--- src/rtl/nmea_sentence_filter.sv ---
// nmea_sentence_filter: buffers one NMEA sentence, verifies its XOR checksum, replays it on success.
// Define NMEA_CKSUM_CHECK_EN to enforce the checksum compare; otherwise every well-formed sentence passes.
module nmea_sentence_filter #(
    parameter int MAX_LEN   = 82,
    parameter int ADDR_BITS = 7
) (
    input  logic       clk_50MHz,
    input  logic       reset,
    input  logic [7:0] in_data,
    input  logic       in_valid,
    output logic       in_ready,
    output logic [7:0] out_data,
    output logic       out_valid,
    input  logic       out_ready,
    output logic       out_sof,
    output logic       out_eof,
    output logic       sent_ok,
    output logic       sent_err,
    output logic [7:0] err_count
);
    typedef enum logic [2:0] {IDLE, COLLECT, CK_HI, CK_LO, CHECK, REPLAY} state_t;

    localparam logic [ADDR_BITS:0]   LEN_MAX = (ADDR_BITS + 1)'(MAX_LEN);
    localparam logic [ADDR_BITS:0]   ONE_L   = 1;
    localparam logic [ADDR_BITS-1:0] ONE_A   = 1;
`ifdef NMEA_CKSUM_CHECK_EN
    localparam logic CK_EN = 1'b1;
`else
    localparam logic CK_EN = 1'b0;
`endif

    state_t                 r_state, w_next;
    logic [ADDR_BITS:0]     r_len;
    logic [ADDR_BITS-1:0]   r_rd;
    logic [7:0]             r_acc, r_ck, r_err_cnt;
    logic [7:0]             r_buf [0:(1<<ADDR_BITS)-1];
    logic                   w_xfer, w_dollar, w_star, w_hex, w_full, w_store, w_match;
    logic [3:0]             w_nib;
    logic [ADDR_BITS-1:0]   w_last;

    assign in_ready  = (r_state != CHECK) && (r_state != REPLAY);
    assign out_valid = (r_state == REPLAY);
    assign out_data  = out_valid ? r_buf[r_rd] : 8'h00;
    assign w_last    = r_len[ADDR_BITS-1:0] - ONE_A;
    assign out_sof   = out_valid && (r_rd == '0);
    assign out_eof   = out_valid && (r_rd == w_last);
    assign err_count = r_err_cnt;

    assign w_xfer   = in_valid && in_ready;
    assign w_dollar = (in_data == 8'h24);
    assign w_star   = (in_data == 8'h2A);
    assign w_hex    = (in_data >= 8'h30 && in_data <= 8'h39) ||
                      (in_data >= 8'h41 && in_data <= 8'h46) ||
                      (in_data >= 8'h61 && in_data <= 8'h66);
    // letters A-F / a-f share low nibbles 1..6, so +9 maps both cases to 10..15
    assign w_nib    = (in_data <= 8'h39) ? in_data[3:0] : in_data[3:0] + 4'd9;
    assign w_full   = (r_len >= LEN_MAX);
    assign w_store  = w_xfer && (r_state == COLLECT) && !w_dollar && !w_star && !w_full;
    assign w_match  = !CK_EN || (r_acc == r_ck);

    always_comb begin
        w_next   = r_state;
        sent_ok  = 1'b0;
        sent_err = 1'b0;
        case (r_state)
            IDLE: if (w_xfer && w_dollar) w_next = COLLECT;
            COLLECT: if (w_xfer) begin
                if (w_dollar) begin
                    sent_err = 1'b1;
                end else if (w_star) begin
                    w_next = CK_HI;
                end else if (w_full) begin
                    sent_err = 1'b1;
                    w_next   = IDLE;
                end
            end
            CK_HI, CK_LO: if (w_xfer) begin
                if (w_dollar) begin
                    sent_err = 1'b1;
                    w_next   = COLLECT;
                end else if (!w_hex) begin
                    sent_err = 1'b1;
                    w_next   = IDLE;
                end else begin
                    w_next = (r_state == CK_HI) ? CK_LO : CHECK;
                end
            end
            CHECK: begin
                sent_ok  = w_match;
                sent_err = !w_match;
                w_next   = w_match ? REPLAY : IDLE;
            end
            REPLAY: if (out_ready && out_eof) w_next = IDLE;
            default: w_next = IDLE;
        endcase
    end

    always_ff @(posedge clk_50MHz or negedge reset) begin
        if (!reset) begin
            r_state   <= IDLE;
            r_len     <= '0;
            r_acc     <= '0;
            r_ck      <= '0;
            r_rd      <= '0;
            r_err_cnt <= '0;
        end else begin
            r_state <= w_next;
            if (w_xfer && w_dollar) begin
                r_len <= ONE_L;
                r_acc <= '0;
            end else if (w_store) begin
                r_len <= r_len + ONE_L;
                r_acc <= r_acc ^ in_data;
            end
            if (w_xfer && r_state == CK_HI) r_ck[7:4] <= w_nib;
            if (w_xfer && r_state == CK_LO) r_ck[3:0] <= w_nib;
            if (r_state != REPLAY) r_rd <= '0;
            else if (out_ready) r_rd <= r_rd + ONE_A;
            if (sent_err && r_err_cnt != 8'hFF) r_err_cnt <= r_err_cnt + 8'd1;
        end
    end

    // sentence storage carries no reset; a '$' always lands at address 0
    always_ff @(posedge clk_50MHz) begin
        if (w_xfer && w_dollar) r_buf[0] <= in_data;
        else if (w_store) r_buf[r_len[ADDR_BITS-1:0]] <= in_data;
    end
endmodule
--- config.mk ---
export PLATFORM = sky130hd
export DESIGN_NAME = nmea_sentence_filter
export DESIGN_NICKNAME = d
export VERILOG_FILES = /design/src/rtl/nmea_sentence_filter.sv
export SDC_FILE = /design/constraint.sdc
export NUM_CORES = 1
export LEC_CHECK = 0
export CAP_MARGIN = 5
export CORE_MARGIN = 1
export CORE_UTILIZATION = 63
export DETAILED_ROUTE_END_ITERATION = 8
export GPL_TIMING_DRIVEN = 1
export PLACE_DENSITY = 0.78
export SYNTH_ARGS = -nofsm -noshare
export SYNTH_HDL_FRONTEND = slang
export SYNTH_SLANG_ARGS = --single-unit
--- constraint.sdc ---
create_clock -name clk_50MHz -period 4.66 [get_ports clk_50MHz]
set_input_delay 0.932 -clock clk_50MHz [delete_from_list [all_inputs] [get_ports clk_50MHz]]
set_output_delay 0.932 -clock clk_50MHz [all_outputs]
set_load 0.02 [all_outputs]
==> summary.md, run 1 <==
| Metric | Value |
|---|---|
| Power Internal | `15.6 mW` |
| Count of clock tree sinks | `1050` |
| Worst r2r src | `r_len[1]` |
| Arrival @ worst endpoint | `3860 ps` |
| Part of the Yosys area used for sequential elements | `75.8%` |
| Most used flip-flop cell after synthesis | `sky130_fd_sc_hd__edfxtp_1` |
| Global-route wire length before repair | `145 mm` |
| Number of synthesized flops with an enable pin | `1024` |
| Critical path's slowest cell | `sky130_fd_sc_hd__dfrtp_2` |
| Drt first pass iters | `8` |
| Final number of hold-violating endpoints | `0` |
| Crit path required time | `3730 ps` |
| Clock Power Share | `39.9%` |
| Final worst slack | `-127 ps` |
| Warning count from the yosys run | `0` |
| Net switching fraction of the power | `21.2%` |
| P&R area growth vs syn | `17.5%` |
| Number of buffers between clock root and the deepest sink | `3` |
| TritonCTS clock tree | `built` |
| Type of origin of the critical path | `flip-flop` |
| Portion of total power attributed to sequential cells | `55.2%` |
| Final worst hold slack | `517 ps` |
| IO buf count | `33` |
| Post-route clock period utilization | `103%` |
| Antenna violations before repair | `3` |
| Worst setup EP type | `output pin` |
| Clock latency reported for the late side of the worst-skew pair | `660 ps` |
| Total power per unit cell area | `407 mW/mm^2` |
| Vias post-DR | `22336` |
| Number of DRC violations after detailed-routing iteration 0 | `2883` |
| Leading area contributor after synthesis | `sky130_fd_sc_hd__edfxtp_1` |
| Site Rows | `93` |
| Class of the tightest hold or removal check | `reg2reg` |
| Kind of cell adding the most delay to the critical path | `buffers and inverters` |
| Skew final | `33.3 ps` |
| Total overflow reported by the global router | `0` |
| Final instance area | `0.0487 mm^2` |
| Number of flip-flops and latches in the synthesized netlist | `1050` |
| Maximum vdd drop | `0.356 mV` |
| Via count of the first global-routing pass | `22921` |
| Avg Inst Size Synth | `20.3 um^2` |
| Antenna Violating Nets Remaining | `0` |
| Initial core utilization | `64.0%` |
| Violations in the final reports | `setup timing` |
| Lkg Pwr | `16.4 nW` |
| Achievable clock frequency | `209 MHz` |
| Final critical path time including I/O delays and setup | `4790 ps` |
| Core Area | `0.0647 mm^2` |
| Tightest Pin Transition | `1140 ps` |
| RSZ-0062 raised after global routing | `true` |
| Logic pwr share | `4.9%` |
| Biggest fanout along the worst timing path | `11` |
| Cell area after placement | `0.0449 mm^2` |
| Detailed Place HPWL | `60.2 mm` |
| Global-route usage over all layers | `30.5%` |
| Final weighted congestion in routability-driven placement | `0.912` |
| Chip Height | `258 um` |
| DRC violation count after routing | `0` |
| Critical-path cell list | `buf_4 -> nor2_1 -> nand2_2 -> buf_4 -> a21oi_1 -> a31oi_2 -> o211ai_1 -> o21ai_0 -> buf_4 -> nor3_1 -> dlygate4sd2_1` |
| Switching power | `4.21 mW` |
| Total number of nets in the final design | `2619` |
| Syn Std Cell Area | `0.0414 mm^2` |
| Share of flip-flops with an asynchronous set or reset after synthesis | `2.48%` |
| Top Ports | `34` |
| Root Buffer | `sky130_fd_sc_hd__clkbuf_16` |
| Setup-failing EPs final | `2` |
| Highest-count cells in the layout ignoring fill and taps | `sky130_fd_sc_hd__edfxtp_1 (1024), sky130_fd_sc_hd__conb_1 (368), sky130_fd_sc_hd__mux4_2 (242)` |
| Count of H-tree levels built during CTS | `3` |
| Share of cells above drive strength 1 | `23.0%` |
| Number of library cell types mapped by synthesis | `61` |
| Largest stage delay on the critical path | `560 ps` |
| Total clock buffers created by CTS | `98` |
| Worst setup path startpoint | `r_rd[3]` |
| Gate count of the mapped netlist | `2046` |
| WP buf/inv | `4` |
| Via-per-instance ratio | `6.31` |
| Floorplan die area | `0.0668 mm^2` |
| Number of max-slew violations in the final report | `0` |
| Slew HR | `23.8%` |
| Pin count of the biggest net entering global routing | `113` |
| Routed wire per std cell | `28.3 um` |
| Outcome | `finished, violations left` |
| Main area contributors after synthesis | `sky130_fd_sc_hd__edfxtp_1 (74%), sky130_fd_sc_hd__mux4_2 (13%), sky130_fd_sc_hd__mux2i_1 (2.3%)` |
| Max capacitance violation total | `0` |
| Die boundary width | `258 um` |
| Final wirelength | `100 mm` |
| Total power of the final layout | `19.8 mW` |
| Type of the setup path with the least slack | `reg2out` |
| Startpoint of the worst hold path | `r_state[2]` |
| Most frequent CP cell | `sky130_fd_sc_hd__buf_4` |
| Clock input transition at the sequential cells of the worst setup and hold paths | `60 ps` |
| Post-synth top area share | `74.2%` |
| Most common cell after layout, fill and taps aside | `sky130_fd_sc_hd__edfxtp_1` |
==> synthesized netlist by cell type, types with 13 or more instances <==
library cell / instances
sky130_fd_sc_hd__edfxtp_1: 1024
sky130_fd_sc_hd__mux4_2: 242
sky130_fd_sc_hd__nor2_1: 125
sky130_fd_sc_hd__mux2i_1: 94
sky130_fd_sc_hd__nand2_1: 85
sky130_fd_sc_hd__a21oi_1: 56
sky130_fd_sc_hd__clkbuf_1: 55
sky130_fd_sc_hd__nand3_1: 27
sky130_fd_sc_hd__dfrtp_1: 26
sky130_fd_sc_hd__o21ai_0: 24
sky130_fd_sc_hd__buf_2: 20
sky130_fd_sc_hd__a22oi_1: 17
sky130_fd_sc_hd__xnor2_1: 17
sky130_fd_sc_hd__inv_1: 16
sky130_fd_sc_hd__nor3_1: 16
sky130_fd_sc_hd__buf_6: 14
sky130_fd_sc_hd__buf_1: 13
sky130_fd_sc_hd__buf_4: 13
==> metal layers <==
layer  up-vias  GRT usage, %  wire [um]
li1       9170             -          -
met1     11378          39.4      34900
met2      1473          51.0      50600
met3       315          6.46      10200
met4         0          12.7       4560
met5         -             0          0
==> state kept, by name (all words and copies together) (netlist names) <==
name,cells
r_len,8
r_state,3
r_rd,7
err_count,8
r_buf,1024
==> per-stage QoR <==
| step | utilization, % | TNS (ps) | setup slack (ps) | std cells |
|---|---|---|---|---|
| 3_5_place_dp | 69.3 | 0 | 55.0 | 3327 |
| 3_3_place_gp | 69.3 | -277 | -258 | 3326 |
| 5_1_grt | 75.3 | -233 | -109 | 3537 |
| 4_1_cts | 74.9 | -7.73 | -7.73 | 3524 |
| 2_1_floorplan | - | 0 | 1060 | 2413 |
| 6_report | 75.3 | -147 | -127 | 3538 |
==> kinds of logic after synthesis <==
| kind of cell | count (synthesis) | synth area share, % |
|---|---|---|
| compound gates | 176 | 2.81 |
| xor+xnor | 21 | 0.444 |
| fa+ha+maj | 6 | 0.181 |
| buf+inv | 132 | 1.65 |
| flops | 1050 | 75.8 |
| mux | 346 | 15.7 |
| other cells | 1 | 0.00905 |
| simple gates | 314 | 3.43 |
==> power groups by stage <==
stage | logic (mW) | clock network [mW] | registers [mW]
4_1_cts | 0.938 | 7.96 | 10.9
5_1_grt | 1.04 | 8.31 | 11.0
3_5_place_dp | 0.927 | 0 | 11.1
3_3_place_gp | 0.885 | 0 | 11.1
2_1_floorplan | 0.573 | 0 | 11.1
6_report | 0.976 | 7.90 | 10.9
==> path summary, 6_finish.rpt <==
kind	to	slack, ps	cells past startpoint
setup / recovery	out_data[1]	-130	11
hold / removal	r_state[1]	520	1
setup reg to reg	r_buf[48][7]	860	8
hold reg to reg	r_state[1]	520	1
max in group asynchronous	r_rd[1]	3650	2
min in group asynchronous	err_count[0]	660	2
==> layout make-up <==
class                      instances  area [um^2]
antenna                            2         5.00
clock buffer                     119         2610
clock inverter                    61          557
fill                            3477        16000
inverter                          16         62.6
multi-input combinational       1231        10900
sequential                      1050        31400
tap                              855         1070
timing repair buffer             204         2080
==> repair_timing <==
action / 4_1_cts / 5_1_grt
gates resized for setup: 47 / 28
endpoints found under the setup margin: 8 / 9
gates cloned: 5 / 2
pin swaps: 2 / 6
hold buffers: 0 / 0
setup buffers: 12 / 10
(Power assumes the default switching activity.)
==> inputs of run 2 (changes only) <==
Settings changed: CORE_UTILIZATION 63 to 25, PLACE_DENSITY 0.78 to 0.37.
==> run 2 against run 1 <==
Effect of this change: largest cell class unchanged; the flow now finishes without violations; highest routed layer unchanged; combinational power rose by 15%; first-iteration DRC count fell by 43%; wire length rose by 20%; hold slack got worse by 26 ps.
==> summary.md, run 2 (synthesis gave the netlist of run 1 again) <==
| Metric | Value |
|---|---|
| Outcome | `complete, no violations` |
| RSZ-0062 raised after global routing | `true` |
| Area occupied by multi-input gates | `0.0113 mm^2` |
| Clock latency reported for the late side of the worst-skew pair | `740 ps` |
| Final weighted congestion in routability-driven placement | `0.780` |
| Arrival @ worst endpoint | `3710 ps` |
| Worst setup EP type | `output pin` |
| Antenna cell count | `0` |
| Hold-fix buffers, CTS | `0` |
| Via-per-instance ratio | `4.33` |
| Type of origin of the critical path | `flip-flop` |
| R2r worst-path depth | `10` |
| DRC violation count after routing | `0` |
| Routed wire per std cell | `23.9 um` |
| # placed instances | `4756` |
| Skew final | `38.5 ps` |
| Most common cell after layout, fill and taps aside | `sky130_fd_sc_hd__edfxtp_1` |
| Flip-flop count of the largest register after layout | `1024` |
| Tightest Pin Transition | `1170 ps` |
| Root Buffer | `sky130_fd_sc_hd__clkbuf_16` |
| Count of clock tree sinks | `1050` |
| Slew HR | `22.3%` |
| Crit path required time | `3730 ps` |
| Setup-failing EPs final | `0` |
| Site Rows | `149` |
| Total power of the final layout | `21.0 mW` |
| Achievable clock frequency | `216 MHz` |
| Chip Height | `409 um` |
| Total clock buffers created by CTS | `113` |
| TritonCTS clock tree | `built` |
| Die boundary width | `409 um` |
| Max capacitance violation total | `0` |
| Final wirelength | `120 mm` |
| Final number of hold-violating endpoints | `0` |
| Number of max-slew violations in the final report | `0` |
| IO buf count | `33` |
| Antenna violations before repair | `7` |
| Sequential cell area | `0.0314 mm^2` |
| Drt first pass iters | `7` |
| Detailed Place HPWL | `77.1 mm` |
| Pin count of the biggest net entering global routing | `100` |
| Number of DRC violations after detailed-routing iteration 0 | `1651` |
| Maximum vdd drop | `0.308 mV` |
| Clock input transition at the sequential cells of the worst setup and hold paths | `60 ps` |
| Top Ports | `34` |
| Post-route clock period utilization | `99.6%` |
| Lkg Pwr | `17.3 nW` |
| Core Area | `0.165 mm^2` |
| Total power per unit cell area | `402 mW/mm^2` |
| Via count of the first global-routing pass | `22900` |
| Number of cells on the worst hold path | `1` |
| Antenna Violating Nets Remaining | `0` |
| Floorplan die area | `0.167 mm^2` |
| Class of the tightest hold or removal check | `reg2reg` |
| Vias post-DR | `21748` |
| Share of cells above drive strength 1 | `28.9%` |
| P&R area growth vs syn | `26.3%` |
| Initial core utilization | `25.1%` |
| Biggest fanout along the worst timing path | `6` |
| Total number of nets in the final design | `2753` |
| Highest-count cells in the layout ignoring fill and taps | `sky130_fd_sc_hd__edfxtp_1 (1024), sky130_fd_sc_hd__conb_1 (368), sky130_fd_sc_hd__buf_4 (248)` |
| Total overflow reported by the global router | `0` |
| Final worst hold slack | `491 ps` |
| Global-route wire length before repair | `172 mm` |
| Type of the setup path with the least slack | `reg2out` |
| Layout fillers | `16134` |
| Global-route usage over all layers | `14.4%` |
| Number of buffers between clock root and the deepest sink | `3` |
| Register ranked first by flip-flop count | `r_buf` |
| Final critical path time including I/O delays and setup | `4640 ps` |
| Count of placed standard cells in the final layout, fillers left out | `5023` |
| Count of H-tree levels built during CTS | `3` |
-- run 2: final timing paths --
kind	startpoint	to	slack, ps
max	r_rd[0]	out_data[6]	20
min	err_count[4]	err_count[4]	490
max reg2reg	r_len[0]	r_buf[80][0]	540
min reg2reg	err_count[4]	err_count[4]	490
max in group asynchronous	reset	r_rd[0]	3170
min in group asynchronous	reset	r_len[5]	750
-- run 2: metal layers --
layer / vias up / share of wire (%) / track usage (%)
met4: 0 / 1.9 / 3.76
met5: - / 0 / 0
met1: 11727 / 45 / 19.4
met2: 436 / 49 / 24.2
met3: 139 / 4.2 / 2.19
li1: 9446 / - / -
-- run 2: through the flow --
step,cell area [um^2],TNS [ps],util (%),worst slack [ps]
after global placement,47300,-807,28.7,-462
after floorplan,42800,0,-,1060
final,52300,0,31.8,20.1
after global routing,52300,-130,31.8,-65.6
after CTS,52200,-79.2,31.7,-79.2
after detailed placement,47300,-739,28.7,-495
-- run 2: power by group --
group / internal [mW] / switching [mW] / total (mW)
sequential: 10.8 / 0.143 / 10.9
combinational: 0.336 / 0.789 / 1.12
clock: 5.19 / 3.79 / 8.98
-- run 2: final cells by class --
cell class                 instances  share of cell area, %
multi-input combinational       1231                   21.6
sequential                      1050                   60.0
tap                             2189                   5.23
inverter                          16                  0.127
clock buffer                     143                   5.78
timing repair buffer             323                   5.92
clock inverter                    71                   1.27
-- run 2: critical path, stage by stage (launching register included) --
cell and delay (ps):
sky130_fd_sc_hd__dfrtp_4 570, sky130_fd_sc_hd__buf_12 180, sky130_fd_sc_hd__buf_8 120, sky130_fd_sc_hd__mux4_2 330, sky130_fd_sc_hd__nand2_1 60, sky130_fd_sc_hd__a21o_1 220
sky130_fd_sc_hd__a221oi_4 380, sky130_fd_sc_hd__buf_4 180, sky130_fd_sc_hd__a311o_1 200, sky130_fd_sc_hd__a211oi_4 60, sky130_fd_sc_hd__nor4_4 360, sky130_fd_sc_hd__buf_4 180
sky130_fd_sc_hd__buf_6 110
-- run 2: what timing repair did --
item	4_1_cts	5_1_grt
cloned	8	0
resized for setup	182	13
pin swaps	29	20
buffers inserted	35	11
endpoints found under the setup margin	9	7
endpoints found under the hold margin	0	0
